<file path="src/rtl/fir_mac_sequencer_if.sv">
// Sample handshake and FIR datapath control bundle for the shared-MAC sequencer.
// The master modport is the sequencer; the slave modport is the source/datapath side.
interface fir_mac_sequencer_if #(
  parameter int unsigned ADDR_W = 2
) ();
  logic              sample_valid;
  logic              sample_ready;
  logic              wr_en;
  logic              wr_zero;
  logic [ADDR_W-1:0] wr_addr;
  logic [ADDR_W-1:0] rd_addr;
  logic [ADDR_W-1:0] coef_addr;
  logic              acc_clr;
  logic              acc_en;
  logic              out_valid;

  modport master (
    input  sample_valid,
    output sample_ready, wr_en, wr_zero, wr_addr, rd_addr, coef_addr, acc_clr, acc_en, out_valid
  );

  modport slave (
    output sample_valid,
    input  sample_ready, wr_en, wr_zero, wr_addr, rd_addr, coef_addr, acc_clr, acc_en, out_valid
  );
endinterface

</file>
<file path="src/rtl/fir_mac_sequencer.sv">
// Time-multiplexed FIR controller: zero-fills the delay line, writes each accepted sample,
// then walks one shared MAC across all taps and pulses out_valid when y[n] is ready.
module fir_mac_sequencer #(
  parameter int unsigned TAPS   = 4,
  parameter int unsigned ADDR_W = 2
) (
  input  logic                CLK,
  input  logic                RST,
  fir_mac_sequencer_if.master bus,
  output logic [2:0]          state_monitor
);

  typedef enum logic [2:0] {
    StClear = 3'd0,
    StIdle  = 3'd1,
    StWrite = 3'd2,
    StMac   = 3'd3,
    StDrain = 3'd4
  } state_e;

  localparam logic [ADDR_W-1:0] TapLast = ADDR_W'(TAPS - 1);
  localparam logic [ADDR_W:0]   TapsW   = (ADDR_W + 1)'(TAPS);

  state_e            state_q;
  logic [ADDR_W-1:0] head_q;
  logic [ADDR_W-1:0] k_q;
  logic              acc_en_q;
  logic              out_valid_q;
  logic [ADDR_W:0]   rd_wide;

  always_ff @(posedge CLK) begin
    if (RST) begin
      state_q     <= StClear;
      head_q      <= '0;
      k_q         <= '0;
      acc_en_q    <= 1'b0;
      out_valid_q <= 1'b0;
    end else begin
      // Product of MAC cycle k is available one cycle later (RAM/ROM read latency).
      acc_en_q    <= (state_q == StMac);
      out_valid_q <= (state_q == StDrain);
      unique case (state_q)
        StClear: begin
          if (k_q == TapLast) begin
            state_q <= StIdle;
            k_q     <= '0;
          end else begin
            k_q <= k_q + ADDR_W'(1);
          end
        end
        StIdle: begin
          if (bus.sample_valid) state_q <= StWrite;
        end
        StWrite: begin
          state_q <= StMac;
          k_q     <= '0;
        end
        StMac: begin
          if (k_q == TapLast) begin
            state_q <= StDrain;
            k_q     <= '0;
          end else begin
            k_q <= k_q + ADDR_W'(1);
          end
        end
        StDrain: begin
          state_q <= StIdle;
          head_q  <= (head_q == TapLast) ? '0 : head_q + ADDR_W'(1);
        end
        default: state_q <= StClear;
      endcase
    end
  end

  // Newest sample sits at head; tap k reads the sample k steps older, modulo TAPS.
  always_comb begin
    rd_wide = {1'b0, head_q} - {1'b0, k_q};
    if (head_q < k_q) rd_wide = rd_wide + TapsW;
  end

  always_comb begin
    bus.sample_ready = 1'b0;
    bus.wr_en        = 1'b0;
    bus.wr_zero      = 1'b0;
    bus.wr_addr      = '0;
    bus.rd_addr      = '0;
    bus.coef_addr    = '0;
    bus.acc_clr      = 1'b0;
    unique case (state_q)
      StClear: begin
        bus.wr_en   = 1'b1;
        bus.wr_zero = 1'b1;
        bus.wr_addr = k_q;
      end
      StIdle:  bus.sample_ready = ~RST;
      StWrite: begin
        bus.wr_en   = 1'b1;
        bus.wr_addr = head_q;
        bus.acc_clr = 1'b1;
      end
      StMac: begin
        bus.rd_addr   = rd_wide[ADDR_W-1:0];
        bus.coef_addr = k_q;
      end
      default: ;
    endcase
  end

  assign bus.acc_en    = acc_en_q;
  assign bus.out_valid = out_valid_q;
  assign state_monitor = state_q;

endmodule

</file>
<file path="src/flat_wrapper.sv">
// flat-port wrapper written by rule: the top's interface ports become plain ports
module fir_mac_sequencer_flat 
#(
  parameter int unsigned TAPS   = 4,
  parameter int unsigned ADDR_W = 2
)
  (CLK, RST, state_monitor, bus_sample_valid, bus_sample_ready, bus_wr_en, bus_wr_zero, bus_wr_addr, bus_rd_addr, bus_coef_addr, bus_acc_clr, bus_acc_en, bus_out_valid);
  fir_mac_sequencer_if #(.ADDR_W(ADDR_W)) bus_i ();
  input  logic CLK;
  input  logic RST;
  output logic [2:0] state_monitor;
  input wire logic [$bits(bus_i.sample_valid)-1:0] bus_sample_valid;
  output wire logic [$bits(bus_i.sample_ready)-1:0] bus_sample_ready;
  output wire logic [$bits(bus_i.wr_en)-1:0] bus_wr_en;
  output wire logic [$bits(bus_i.wr_zero)-1:0] bus_wr_zero;
  output wire logic [$bits(bus_i.wr_addr)-1:0] bus_wr_addr;
  output wire logic [$bits(bus_i.rd_addr)-1:0] bus_rd_addr;
  output wire logic [$bits(bus_i.coef_addr)-1:0] bus_coef_addr;
  output wire logic [$bits(bus_i.acc_clr)-1:0] bus_acc_clr;
  output wire logic [$bits(bus_i.acc_en)-1:0] bus_acc_en;
  output wire logic [$bits(bus_i.out_valid)-1:0] bus_out_valid;
  assign bus_i.sample_valid = bus_sample_valid;
  assign bus_sample_ready = bus_i.sample_ready;
  assign bus_wr_en = bus_i.wr_en;
  assign bus_wr_zero = bus_i.wr_zero;
  assign bus_wr_addr = bus_i.wr_addr;
  assign bus_rd_addr = bus_i.rd_addr;
  assign bus_coef_addr = bus_i.coef_addr;
  assign bus_acc_clr = bus_i.acc_clr;
  assign bus_acc_en = bus_i.acc_en;
  assign bus_out_valid = bus_i.out_valid;
  fir_mac_sequencer #(.TAPS(TAPS), .ADDR_W(ADDR_W)) u_core (.CLK(CLK), .RST(RST), .bus(bus_i), .state_monitor(state_monitor));
endmodule
</file>
<file path="config.mk">
export PLATFORM = sky130hd
export DESIGN_NAME = fir_mac_sequencer_flat
export DESIGN_NICKNAME = d
export VERILOG_FILES = /design/src/rtl/fir_mac_sequencer_if.sv /design/src/rtl/fir_mac_sequencer.sv /design/src/flat_wrapper.sv
export SDC_FILE = /design/constraint.sdc
export NUM_CORES = 1
export LEC_CHECK = 0
export BUFFER_PORTS_ARGS = -buffer_cell sky130_fd_sc_hd__buf_2
export CORE_MARGIN = 4
export CORE_UTILIZATION = 38
export DETAILED_ROUTE_END_ITERATION = 6
export PLACE_DENSITY = 0.73
export SYNTH_ARGS = -nofsm -noshare
export SYNTH_HDL_FRONTEND = slang
export SYNTH_SLANG_ARGS = --single-unit
</file>
<file path="constraint.sdc">
create_clock -name CLK -period 2 [get_ports CLK]
set_clock_uncertainty 0.05 [all_clocks]
set_input_delay 0 -clock CLK [delete_from_list [all_inputs] [get_ports CLK]]
set_output_delay 0 -clock CLK [all_outputs]
set_load 0.01 [all_outputs]
</file>
# == Word-level counts from Yosys, hierarchy flattened ==
# Index checks and enable logic that the tools add are counted.
# Widths: inputs -> output; s select.
# op_classes
n_addsub,4
n_lt_le_gt_ge,1
eq_ne,9
mux,15
n_bitwise,1
reduce_logical,5
# op_table
operator,n
$pmux 3 s5,1
$mux 2,5
$mux 3,3
$pmux 2 s2,2
$add 2x1->2 const B,3
$eq 3x2->1 const B,2
$eq 2x2->1 const B,2
$mux 1,4
$ne 2x2->1 const B,2
$reduce_or 2->1,2
$eq 3x1->1 const B,1
$eq 3x3->1 const B,1
$logic_not 3->1,1
$reduce_and 3->1,1
$lt 2x2->1,1
$ne 2x1->1 const B,1
$reduce_bool 2->1,1
$sub 2x2->2,1
$not 1->1,1
# word_totals
reg_bits,9
inputBits,3
out_inout_bits,15
wordCells,40

# == Depth between registers and ports, before layout ==
# logic_depth
ltp_word,4
depth_mapped,5
mapped_depth_nobuf,5

# == Worst setup path after synthesis ==
# No wires, ideal clock.
# synth_path
path_type,reg-to-reg
from,reg u_core.state_q[0] (netlist: u_core.state_monitor[0])
to,reg u_core.head_q[0]
setup_ps,128
t_arrival_ps,931
required_ps,1822
slack_ps,891
stages_incl_launch_ff,5
n_path_buf,1
synth_period_minus_slack_ps,1109
cell_sequence,dfxtp_1 buf_6 nor3b_4 mux2i_1 nor2_1
# synth_between
elab_chain_cells,1
# synth_lines
element,line,rtl
start: declaration,fir_mac_sequencer.sv:24,state_e state_q;
start signal: assignment,fir_mac_sequencer.sv:33,state_q <= StClear;
start signal: assignment,fir_mac_sequencer.sv:45,state_q <= StIdle;
start signal: assignment,fir_mac_sequencer.sv:52,if (bus.sample_valid) state_q <= StWrite;
$eq 3x3->1,fir_mac_sequencer.sv:42,unique case (state_q)
end signal: assignment,fir_mac_sequencer.sv:68,head_q <= (head_q == TapLast) ? '0 : head_q + ADDR_W'(1);
end: declaration,fir_mac_sequencer.sv:25,logic [ADDR_W-1:0] head_q;
# No other way between the ends.
# A chain may end at the register's enable or synchronous reset.

# == Worst setup path in the final report ==
# layout_path
from,reg u_core.state_q[0] (netlist: u_core.state_monitor[0])
to,out bus_rd_addr[0]
# layout_between
elab_chain_cells,2
# layout_lines
element,line,rtl
$eq 3x2->1,fir_mac_sequencer.sv:89,unique case (state_q)
$mux 2,fir_mac_sequencer.sv:89,
end: declaration,flat_wrapper.sv:17,output wire logic [$bits(bus_i.rd_addr)-1:0] bus_rd_addr;
# No other way between the ends.

==> metrics.md <==
| Metric | Value |
|---|---|
| Die W | `45.7 um` |
| Worst Setup End Kind | `primary output` |
| Largest net degree at the start of global routing | `18` |
| Syn Area/Cell | `between 8 and 9 um2` |
| Fin worst setup slack | `350 ps` |
| DR vias | `roughly 470` |
| Min Hold Slack | `approximately 9.9 ps` |
| Port-buffer cells | `17` |
| CTS Buffer Depth | `2` |
| Startpoint types | `flip-flop` |
| Synth top area share | `33.3%` |
| Routed len/inst | `approximately 12 um` |
| GPL Wtd Cong | `0.770` |
| FF-to-FF End | `u_core.state_monitor[1]` |
| Hold Path Depth | `3` |
| Final period util | `82.5%` |
| Diode count | `0` |
| Multi-input gate area | `318 um2` |
| Top cells by area, synth | `dfxtp_1 33%, mux2i_1 7.4%, ha_1 6.9%, nor2_1 5.6%, nor3_1 4.6%` |
| Synthesized instance count | `62` |
| VDD IR-drop max | `519 uV` |
| CTS tree | `built` |
| Required @ worst endpoint | `1950 ps` |
| Row count | `13` |
| Die area | `2090 um2` |
| Least-Margin Pin Slew | `598 ps` |
| Synth area leader | `dfxtp_1` |
| Mapped Nets | `68` |
| # Max-Cap Violations | `0` |
| Initial antenna violation count | `0` |
| Reg2Reg Launch Point | `u_core.state_monitor[1]` |
| Later-pin clock latency in the skew report | `about 260 ps` |
| Nets | `86` |
| Total grt overflow | `0` |
| First-pass GRT wire length | `1850 um` |
| Sequential cell area | `180 um2` |
| Placeable Area | `around 1300 um2` |
| Area delta synth->final | `18.8%` |
| Detailed Place HPWL | `811 um` |
| Register area share after synthesis | `33.3%` |
| Antenna-violating nets left | `0` |
| Layout fillers | `136` |
| Min-delay src | `bus_sample_valid` |
| Hold Fails Final Rpt | `0` |
| Initial DRC count | `3` |
| Hold Crit Endpoint | `u_core.state_monitor[1]` |
| Critical path cell sequence | `nor2b_1, nand2_1, nor2_1, buf_2` |
| Initial Util | `41.0%` |
| Synth Cell Area | `around 540 um2` |
| Vias in the first global route | `411` |
| CTS root buffer | `clkbuf_4` |
| CTS buffer count | `3` |
| Final design utilization | `48.7%` |
| GRT Resource Usage Total | `12.6%` |
| Yosys warnings | `0` |
| CP peak stage delay | `600 ps` |
| Crit path kind | `flip-flop to primary output` |
| Die height | `45.7 um` |
| Post-CTS Setup Bufs | `0` |
| Worst Reg2Reg Path Length in Cells | `3` |
| Via/cell ratio | `4.97` |
| Met1 GRT Util | `~17%` |
| Place WS | `between 600 and 700 ps` |
| DRT Wirelength | `1150 um` |
| Crit Path Max Fanout | `12` |
| Clk slew on worst S/H paths | `60 ps` |
| M2 GR Usage | `17.0%` |
| Crit-path slowest cell | `dfxtp_1` |
| Post-synthesis cell type count | `26` |
| Most crowded layer after global routing | `met2` |
| H-tree levels | `1` |
| TritonCTS Sinks | `9` |
| DR DRC count | `0` |
| IO Pins | `18` |
| P_leak | `0.291 nW` |
| Share of cells above drive strength 1 | `26.6%` |
| P per Cell Area | `954 nW/um2` |
| Max Freq | `0.606 GHz` |
| Status | `complete, no violations` |
| Pins Over Slew Limit | `0` |
| Fin crit period | `about 1700 ps` |
| Critical path arrival | `1600 ps` |
| Rel. slew slack | `~60%` |
| RSZ-0062 raised after global routing | `no` |
| HP Class | `primary input to flip-flop` |
| First drt pass iteration count | `4` |
| R2R Setup Slk | `between 500 and 600 ps` |
| Yosys reg bits | `9` |
| M3 GR Usage | `between 5 and 6%` |
| Total Neg Setup Slack | `0 ps` |
| # setup viols final | `0` |
-- critical path: cells and delay by family, from the launching register on --
family	cells	cell delay [ps]
buffers and inverters	1	140
AND/OR/NAND/NOR	3	600
flip-flops	1	600
-- metrics by stage --
stage | area [um2] | total power, mW | std cells
after global routing | 642 | 0.665 | 94
after floorplan | 541 | 0.422 | 62
final | 642 | 0.613 | 94
after CTS | 642 | 0.623 | 94
after global placement | 606 | 0.472 | 89
after detailed placement | 606 | 0.474 | 89
-- Yosys cell counts --
master / n
dfxtp_1: 9
nor2_1: 8
nor3_1: 5
a21oi_1: 4
mux2i_1: 4
ha_1: 3
nand2_1: 3
nor3b_1: 3
and3_1: 2
buf_6: 2
nand2b_1: 2
o21ai_0: 2
xnor2_1: 2
a21o_1: 1
a22oi_1: 1
and2_1: 1
and2b_1: 1
buf_2: 1
buf_4: 1
clkbuf_1: 1
inv_1: 1
nand3b_1: 1
nor2b_1: 1
nor3b_4: 1
nor4b_1: 1
xor2_1: 1
-- sequential cells by signal, summed over array words and instances, names as in the netlist --
name	count
u_core.k_q	2
u_core.head_q	2
u_core.bus.acc_en	1
u_core.state_monitor	3
u_core.bus.out_valid	1
-- layout by cell type, fill, tap and decap left out --
| cell | netlist | layout |
|---|---|---|
| xor2_1 | 1 | 1 |
| a22oi_1 | 1 | 1 |
| nand2b_1 | 2 | 2 |
| buf_2 | 1 | 17 |
| mux2i_1 | 4 | 4 |
| and2b_1 | 1 | 1 |
| o21ai_0 | 2 | 2 |
| and2_1 | 1 | 1 |
| nand2_1 | 3 | 3 |
| nor3b_4 | 1 | 1 |
| and3_1 | 2 | 2 |
| dlygate4sd3_1 | 0 | 1 |
| nor2_1 | 8 | 8 |
| clkbuf_1 | 1 | 1 |
| clkbuf_4 | 0 | 3 |
| inv_1 | 1 | 1 |
| dfxtp_1 | 9 | 9 |
| xnor2_1 | 2 | 2 |
| ha_1 | 3 | 3 |
| nor3b_1 | 3 | 3 |
| nor3_1 | 5 | 5 |
| a21oi_1 | 4 | 4 |
| nor4b_1 | 1 | 1 |
| nand3b_1 | 1 | 1 |
| a21o_1 | 1 | 1 |
| nor2b_1 | 1 | 1 |
-- layer usage --
layer | wire [um] | part of all wire (%)
met1 | 548 | 48
met2 | 516 | 45
met3 | 70 | 6.1
met4 | 10 | 0.87
met5 | 0 | 0
-- where the power goes --
group / leakage (nW) / switching [mW] / total (mW) / internal, mW
combinational: 0.203 / 0.107 / 0.216 / 0.109
sequential: 0.0731 / 0.0516 / 0.255 / 0.204
clock: 0.0150 / 0.0643 / 0.141 / 0.0770
total: 0.291 / 0.223 / 0.613 / 0.390
-- cell families (layout without fill, tap and decap cells) --
group                      count (synthesis)  count (layout)  share of synthesized area [%]
and+or+nand+nor                           29              29                           31.3
DFF                                        9               9                           33.3
AOI/OAI and AO/OA                          8               8                           8.33
buffers and inverters                      6              23                           7.87
muxes                                      4               4                           7.41
adders and majority gates                  3               3                           6.95
xor gates and xnor gates                   3               3                           4.86
-- final cells by class --
class | instances | area share, %
tap | 15 | 2.92
multi-input combinational | 47 | 49.5
clock buffer | 4 | 4.09
inverter | 1 | 0.585
sequential | 9 | 28.1
timing repair buffer | 18 | 14.8
-- how the worst max path moves through the flow --
stage	start	endpoint	slack, ps	cells after the start
2_1_floorplan	u_core.state_monitor[0]	u_core.head_q[0]	890	4
4_1_cts	u_core.state_monitor[0]	bus_sample_ready	320	3
5_1_grt	u_core.state_monitor[0]	bus_rd_addr[1]	170	4
3_3_place_gp	u_core.state_monitor[1]	u_core.state_monitor[1]	630	3
6_report	u_core.state_monitor[0]	bus_rd_addr[0]	350	4
3_5_place_dp	u_core.state_monitor[1]	u_core.state_monitor[1]	620	3
-- what timing repair did --
action	in CTS	in global routing
endpoints found under the hold margin	5	0
hold buffers	1	0
gates resized for setup	0	0
(Power assumes the default switching activity.)
